**config.mk**
```make
export PLATFORM = sky130hd
export DESIGN_NAME = microcode_sequencer
export DESIGN_NICKNAME = d
export VERILOG_FILES = /design/src/rtl/microcode_sequencer.sv
export SDC_FILE = /design/constraint.sdc
export NUM_CORES = 1
export LEC_CHECK = 0
export CELL_PAD_IN_SITES_DETAIL_PLACEMENT = 0
export CELL_PAD_IN_SITES_GLOBAL_PLACEMENT = 1
export CORE_MARGIN = 1.5
export CORE_UTILIZATION = 34
export CTS_CLUSTER_DIAMETER = 30
export DETAILED_ROUTE_END_ITERATION = 10
export HOLD_SLACK_MARGIN = 0.15
export PLACE_DENSITY_LB_ADDON = 0.1
export SETUP_SLACK_MARGIN = 0.4
export SLEW_MARGIN = 20
export SYNTH_ARGS = -nofsm -noshare
export SYNTH_HDL_FRONTEND = slang
export SYNTH_SLANG_ARGS = --single-unit
```
**constraint.sdc**
```tcl
create_clock -name clk -period 4.2 [get_ports clk]
set_input_delay 1.05 -clock clk [delete_from_list [all_inputs] [get_ports clk]]
set_output_delay 1.05 -clock clk [all_outputs]
set_load 0.03 [all_outputs]
```
**src/rtl/microcode_sequencer.sv**
```systemverilog
// -----------------------------------------------------------------------------
// microcode_sequencer
//   Walks a microcode routine held in an external uop buffer. Each buffer entry
//   is one bundle of SLOTS uop slots. Valid slots are issued one per cycle to
//   the back end over a valid/ready handshake. Continuation bits chain bundles
//   together until a slot with cont=0 is accepted or the routine is flushed.
//
//   Slot layout (slot 0 at the bundle MSB end), MSB first:
//     instr[INSTR_W] | tag[TAG_W] | cont | valid
//
// Optional build macro:
//   MC_TAG_KILL_EN  - when defined, a valid slot whose tag matches kill_tag
//                     while kill_valid=1 is squashed into a bubble. When not
//                     defined, kill_valid/kill_tag are ignored.
//
// Ports:
//   clk, reset     clock, synchronous active-high reset
//   start          begin routine at start_addr (only honoured in IDLE)
//   start_addr     first bundle address
//   flush          abort current routine (no done pulse)
//   uop_addr       buffer read address (always equals pc)
//   uop            bundle at uop_addr, combinational read
//   out_valid      slot presented to back end
//   out_ready      back end accepts
//   out_instr      presented instruction (0 when out_valid=0)
//   out_tag        presented branch tag (0 when out_valid=0)
//   busy           sequencer not IDLE
//   done           one-cycle pulse when the final (cont=0) slot is accepted
//   wrap_err       sticky flag: pc advanced past the last buffer entry
//   kill_valid     squash request (optional feature)
//   kill_tag       tag to squash (optional feature)
// -----------------------------------------------------------------------------

// Splits one slot into its fields.
module mc_slot_decode #(
  parameter int INSTR_W = 32,
  parameter int TAG_W   = 2,
  localparam int SLOT_W = INSTR_W + TAG_W + 2
) (
  input  logic [SLOT_W-1:0]  slot,
  output logic [INSTR_W-1:0] instr,
  output logic [TAG_W-1:0]   tag,
  output logic               cont,
  output logic               vld
);
  assign instr = slot[SLOT_W-1 -: INSTR_W];
  assign tag   = slot[TAG_W+1 -: TAG_W];
  assign cont  = slot[1];
  assign vld   = slot[0];
endmodule

module microcode_sequencer #(
  parameter int UOP_BUF_SIZE = 128,
  parameter int SLOTS        = 2,
  parameter int INSTR_W      = 32,
  parameter int TAG_W        = 2,
  localparam int AW            = $clog2(UOP_BUF_SIZE),
  localparam int SLOT_W        = INSTR_W + TAG_W + 2,
  localparam int UOP_BUF_WIDTH = SLOTS * SLOT_W
) (
  input  logic                     clk,
  input  logic                     reset,
  input  logic                     start,
  input  logic [AW-1:0]            start_addr,
  input  logic                     flush,
  output logic [AW-1:0]            uop_addr,
  input  logic [UOP_BUF_WIDTH-1:0] uop,
  output logic                     out_valid,
  input  logic                     out_ready,
  output logic [INSTR_W-1:0]       out_instr,
  output logic [TAG_W-1:0]         out_tag,
  output logic                     busy,
  output logic                     done,
  output logic                     wrap_err,
  input  logic                     kill_valid,
  input  logic [TAG_W-1:0]         kill_tag
);

  localparam int IW = (SLOTS > 1) ? $clog2(SLOTS) : 1;
  localparam logic [IW-1:0] LAST_IDX = IW'(SLOTS - 1);
  localparam logic [AW-1:0] PC_MAX   = AW'(UOP_BUF_SIZE - 1);

  localparam logic [1:0] S_IDLE  = 2'd0;
  localparam logic [1:0] S_FETCH = 2'd1;
  localparam logic [1:0] S_ISSUE = 2'd2;

  logic [1:0]               state;
  logic [AW-1:0]            pc;
  logic [IW-1:0]            idx;
  logic [UOP_BUF_WIDTH-1:0] bundle;
  logic                     wrap_q;

  // Per-slot field decode of the latched bundle.
  logic [SLOTS-1:0][INSTR_W-1:0] s_instr;
  logic [SLOTS-1:0][TAG_W-1:0]   s_tag;
  logic [SLOTS-1:0]              s_cont;
  logic [SLOTS-1:0]              s_vld;

  for (genvar k = 0; k < SLOTS; k++) begin : g_slot
    mc_slot_decode #(.INSTR_W(INSTR_W), .TAG_W(TAG_W)) u_dec (
      .slot  (bundle[UOP_BUF_WIDTH-1-k*SLOT_W -: SLOT_W]),
      .instr (s_instr[k]),
      .tag   (s_tag[k]),
      .cont  (s_cont[k]),
      .vld   (s_vld[k])
    );
  end

  logic [INSTR_W-1:0] cur_instr;
  logic [TAG_W-1:0]   cur_tag;
  logic               cur_cont;
  logic               cur_vld;
  logic               killed;

  assign cur_instr = s_instr[idx];
  assign cur_tag   = s_tag[idx];
  assign cur_cont  = s_cont[idx];
  assign cur_vld   = s_vld[idx];

`ifdef MC_TAG_KILL_EN
  // Squashed slots degrade to bubbles; cont of a squashed slot is ignored.
  assign killed = kill_valid && (cur_tag == kill_tag);
`else
  logic unused_kill;
  assign unused_kill = ^{kill_valid, kill_tag};
  assign killed      = 1'b0;
`endif

  logic issue, slot_live, hs, last, step;

  assign issue     = (state == S_ISSUE);
  assign slot_live = issue && cur_vld && !killed;
  // Flush outranks the handshake: a slot presented during flush is not taken.
  assign hs        = slot_live && out_ready && !flush;
  assign last      = (idx == LAST_IDX);
  // Move past the current slot: bubble, or accepted slot that continues.
  assign step      = issue && !flush && (!slot_live || (out_ready && cur_cont));

  assign out_valid = slot_live;
  assign out_instr = slot_live ? cur_instr : '0;
  assign out_tag   = slot_live ? cur_tag   : '0;
  assign done      = hs && !cur_cont;
  assign busy      = (state != S_IDLE);
  assign uop_addr  = pc;
  assign wrap_err  = wrap_q;

  always_ff @(posedge clk) begin
    if (reset) begin
      state  <= S_IDLE;
      pc     <= '0;
      idx    <= '0;
      bundle <= '0;
      wrap_q <= 1'b0;
    end else begin
      case (state)
        S_IDLE: begin
          if (start) begin
            pc     <= start_addr;
            wrap_q <= 1'b0;
            state  <= S_FETCH;
          end
        end
        S_FETCH: begin
          if (flush) begin
            state <= S_IDLE;
          end else begin
            bundle <= uop;
            idx    <= '0;
            state  <= S_ISSUE;
          end
        end
        S_ISSUE: begin
          if (flush || done) begin
            state <= S_IDLE;
          end else if (step) begin
            if (last) begin
              state <= S_FETCH;
              if (pc == PC_MAX) begin
                pc     <= '0;
                wrap_q <= 1'b1;
              end else begin
                pc <= pc + AW'(1);
              end
            end else begin
              idx <= idx + IW'(1);
            end
          end
        end
        default: state <= S_IDLE;
      endcase
    end
  end

endmodule

```
# --- Word level (Yosys, flattened, before mapping) ---
# Cells that the tools add are included.
totals:
  register_bits: 83
  inputBits: 87
  output_inout_bits: 45
  elab_cells: 74
op_classes:
  addsub: 2
  magnitude_cmp: 1
  n_eq_ne: 11
  mux: 33
  bitwise: 1
  n_reduce_logical: 21
ops:
  columns: ["op", "n"]
  rows:
  - ["2-to-1 mux 32 bit", 3]
  - ["2-to-1 mux 7 bit", 5]
  - ["2-to-1 mux 2 bit", 8]
  - ["case mux 7 bit (2 select lines)", 1]
  - ["2-to-1 mux 1 bit", 13]
  - ["!= test 2 bit, second input constant", 4]
  - ["adder 7 x 1 -> 7 bit, second input constant", 1]
  - ["== test 7 bit, second input constant", 1]
  - ["logical AND 1 bit", 7]
  - ["case mux 2 bit (3 select lines)", 1]
  - ["AND reduction 6 bit", 1]
  - ["nonzero test 2 bit", 3]
  - ["AND reduction 5 bit", 1]
  - ["!= test 2 x 1 -> 1 bit, second input constant", 2]
  - ["case mux 1 bit (2 select lines)", 2]
  - ["AND reduction 4 bit", 1]
  - ["logical NOT 1 bit", 3]
  - ["!= test 3 x 1 -> 1 bit, second input constant", 1]
  - ["!= test 3 x 2 -> 1 bit, second input constant", 1]
  - ["AND reduction 3 bit", 1]
  - ["== test 2 x 1 -> 1 bit, second input constant", 1]
  - ["== test 2 bit, second input constant", 1]
  - ["logical NOT 2 bit", 1]
  - ["logical OR 1 bit", 2]
  - ["other kinds (4)", 4]

# --- Logic depth before layout (Yosys ltp) ---
logic_depth:
  ltp_word: 9
  depth_mapped: 6

# --- Modules after synthesis ---
# A second synthesis with hierarchy kept.
hier_totals:
  cells_unflattened: 554
  area_unflattened_um2: 4247.8
by_module_without_submodules:
  columns: ["mod", "instances", "cells_per_inst", "area_each_um2", "seq_area_each_um2"]
  rows:
  - ["microcode_sequencer", 1, 482, 3707.3, 1661.6]
  - ["mc_slot_decode", 2, 36, 270.3, 0.0]

# --- Worst setup path after synthesis ---
# OpenSTA, ideal clock, no wires.
synth_timing:
  path_kind: "input -> output"
  from: "input out_ready"
  to: "output done"
  arrival_ns: 1.552
  required_time_ns: 3.150
  setup_slack_ns: 1.598
  stages: 2
  cell_sequence: "nand4_1 -> nor2_1"
synth_between:
  elab_chain_len: 3
synth_lines:
  columns: ["item", "line_no", "source"]
  rows:
  - ["start, declared", "69", "input logic out_ready,"]
  - ["logical AND 1 bit (2 in series)", "134", "assign hs = slot_live && out_ready && !flush;"]
  - ["logical AND 1 bit", "142", "assign done = hs && !cur_cont;"]
  - ["end, declared", "73", "output logic done,"]
# No other way between the ends.

# --- Worst setup path in the final report ---
# Same ends and word-level chain as after synthesis.

==> impl_metrics.env <==
export IMPL_outcome="finished clean"
export IMPL_synthFlopType="dfxtp_1"
export IMPL_synth_most_common_cell="nand2_1"
export IMPL_p_leak_nw=1.66
export IMPL_clk_root_buffer_cell="clkbuf_8"
export IMPL_start_kind="primary input"
export IMPL_syn_nets=572
export IMPL_setup_violations=0
export IMPL_drtIter0Drc=118
export IMPL_initial_core_util_pct=35.4
export IMPL_grt_max_degree=73
export IMPL_synthArstFlopShare_pct=0
export IMPL_htree_levels=3
export IMPL_post_route_period_util_pct=84.8
export IMPL_diodes=0
export IMPL_critPathRequiredTime_ns=3.15
export IMPL_globalRouteTotalUtil_pct=17.5
export IMPL_crit_arrival_ns=2.51
export IMPL_grt_pass1_vias=3492
export IMPL_dp_cells=720
export IMPL_post_drt_wl_per_cell_um=13.5
export IMPL_synth_edf_count=0
export IMPL_areaGrowthSynthToFinish_pct=41.8
export IMPL_rows=37
export IMPL_cts_sinks=83
export IMPL_design_portCount=132
export IMPL_routed_wl_mm=9.95
export IMPL_clk_pin_slew_ns=0.07
export IMPL_synth_top_cell_area_share_pct=45.1
export IMPL_yosysSeqAreaShare_pct=45.1
export IMPL_antenna_found_initial=0
export IMPL_period_needed_ns=3.56
export IMPL_core_region_area_sq_mm=0.0104
export IMPL_crit_fanout=2
export IMPL_irDropWorstVdd_mv=0.162
export IMPL_ys_top_cells_by_count="nand2_1, dfxtp_1, a21oi_1"
export IMPL_maxSlewHeadroom_pct=50.8
export IMPL_finalSetupTns_ns=0
export IMPL_synth_distinct_cells=36
export IMPL_hold_viol=0
export IMPL_drc=0
export IMPL_first_pass_iters=4
export IMPL_die_area_sq_mm=0.0115
export IMPL_end_kind="output port"
export IMPL_ys_warn_count=0
export IMPL_rsz0062_at_grt="no"
export IMPL_synth_seq_cells=83
export IMPL_maxSlewViolCount=0
export IMPL_grt_overflow_total=0
export IMPL_worstMarginPinSlew_ns=0.739
export IMPL_synth_area_sq_mm=0.00368
export IMPL_cts_buffer_depth=2
export IMPL_die_width_um=107
export IMPL_ant_nets=0
export IMPL_drive_above_1_share_pct=5.18
export IMPL_cts_setup_buffers=0
export IMPL_cts_buffers=9
export IMPL_avgSynthCellArea_sq_um=7.61
export IMPL_clk_latency_ns=0.35
export IMPL_grt_first_pass_wirelength_mm=16.1
export IMPL_layout_cells_non_filler=735
export IMPL_syn_instance_count=484
export IMPL_skew_ns=0.0130
export IMPL_cts_tree="built"
export IMPL_pwr_density_cell_mw_per_mm2=304
export IMPL_critical_path_class="in2out"
export IMPL_via_per_inst=4.91
export IMPL_dp_hpwl_mm=6.72
export IMPL_nNetsFinal=683
export IMPL_fmax_mhz=281
export IMPL_dieHeight_um=107
export IMPL_yosys_area_top_type="dfxtp_1"
export IMPL_maxCapViolations=0
export IMPL_ctsHoldBuffers=0
export IMPL_place_congestion=0.785
export IMPL_num_vias=3611
export IMPL_hold_path_class="reg2reg"
export IMPL_synth_area_top_cells="dfxtp_1, nand2_1, a21oi_1, mux2i_1, nor2_1"
export IMPL_numPortBuffers=128
==> path summary, 6_finish.rpt <==
kind                   start           to  slack [ns]  cells after the start
setup / recovery   out_ready         done        0.64                      4
hold / removal    bundle[71]   bundle[71]        0.45                      2
setup reg to reg         idx  uop_addr[6]        2.23                      5
hold reg to reg   bundle[71]   bundle[71]        0.45                      2
==> metrics by stage <==
step	area (sq um)	hold slack [ns]	util, %	worst slack (ns)	power (mW)
after floorplan	3680	0.436	-	1.60	0.947
after global placement	5040	0.441	48.4	0.605	1.06
after detailed placement	5040	0.446	48.4	0.625	1.06
after CTS	5220	0.457	50.1	0.502	1.61
after global routing	5220	0.473	50.2	0.579	1.67
final	5220	0.455	50.2	0.639	1.59
==> layer usage <==
layer	track usage [%]	routed length, um	up-vias	share of wire [%]
met3	3.65	587	15	5.9
met1	22.3	4580	1662	46
met5	0	0	-	0
met4	6.86	163	0	1.6
li1	-	-	1830	-
met2	28.9	4620	104	46
==> flip-flops by register name (all words and copies together) (netlist names) <==
name,count
bundle,72
uop_addr,7
state,2
idx,1
wrap_err,1
==> timing repair <==
action	in CTS	in global routing
hold endpoints to repair	0	0
resized for setup	0	1
setup endpoints to repair	0	4
==> worst max-delay path, stage by stage <==
cell             delay [ns]
clkdlybuf4s50_1        0.50
nand4_1                0.11
nor2_1                 0.16
clkdlybuf4s50_1        0.69
==> power breakdown <==
part / switching, mW / total (mW) / internal [mW]
combinational: 0.0930 / 0.206 / 0.113
clock: 0.278 / 0.548 / 0.270
sequential: 0.0198 / 0.834 / 0.814
total: 0.391 / 1.59 / 1.20
==> logic make-up (layout without fill, tap and decap cells) <==
group / Yosys count / count (layout) / synth area share, %
buf+inv: 42 / 157 / 5.03
simple gates: 220 / 220 / 23.9
flops: 83 / 83 / 45.1
fa+ha+maj: 1 / 1 / 0.340
mux: 36 / 36 / 9.92
compound gates: 102 / 102 / 15.7
==> area by class of cell <==
cell class / count / area (sq um)
inverters: 5 / 18.8
repair buffers: 137 / 1340
flip-flops and latches: 83 / 1660
multi-input cells: 359 / 1850
well taps: 136 / 170
clock inverters: 5 / 55.1
clock buffers: 10 / 128
fillers: 1102 / 5190
==> placed cells by master (no fill, tap or decap), types with 2 or more instances in the layout <==
cell,instances
nand3_1,3
buf_4,9
nor3_1,5
nand3b_1,2
nand2_1,154
a211oi_1,3
clkinv_2,2
clkdlybuf4s50_1,127
a21oi_1,81
nand2b_1,3
nor2_1,42
clkinvlp_4,2
clkbuf_8,9
o32ai_1,4
dfxtp_1,82
nor4_1,3
o21a_1,3
inv_1,5
mux2i_1,35
Power figures use the tool's default switching activity.
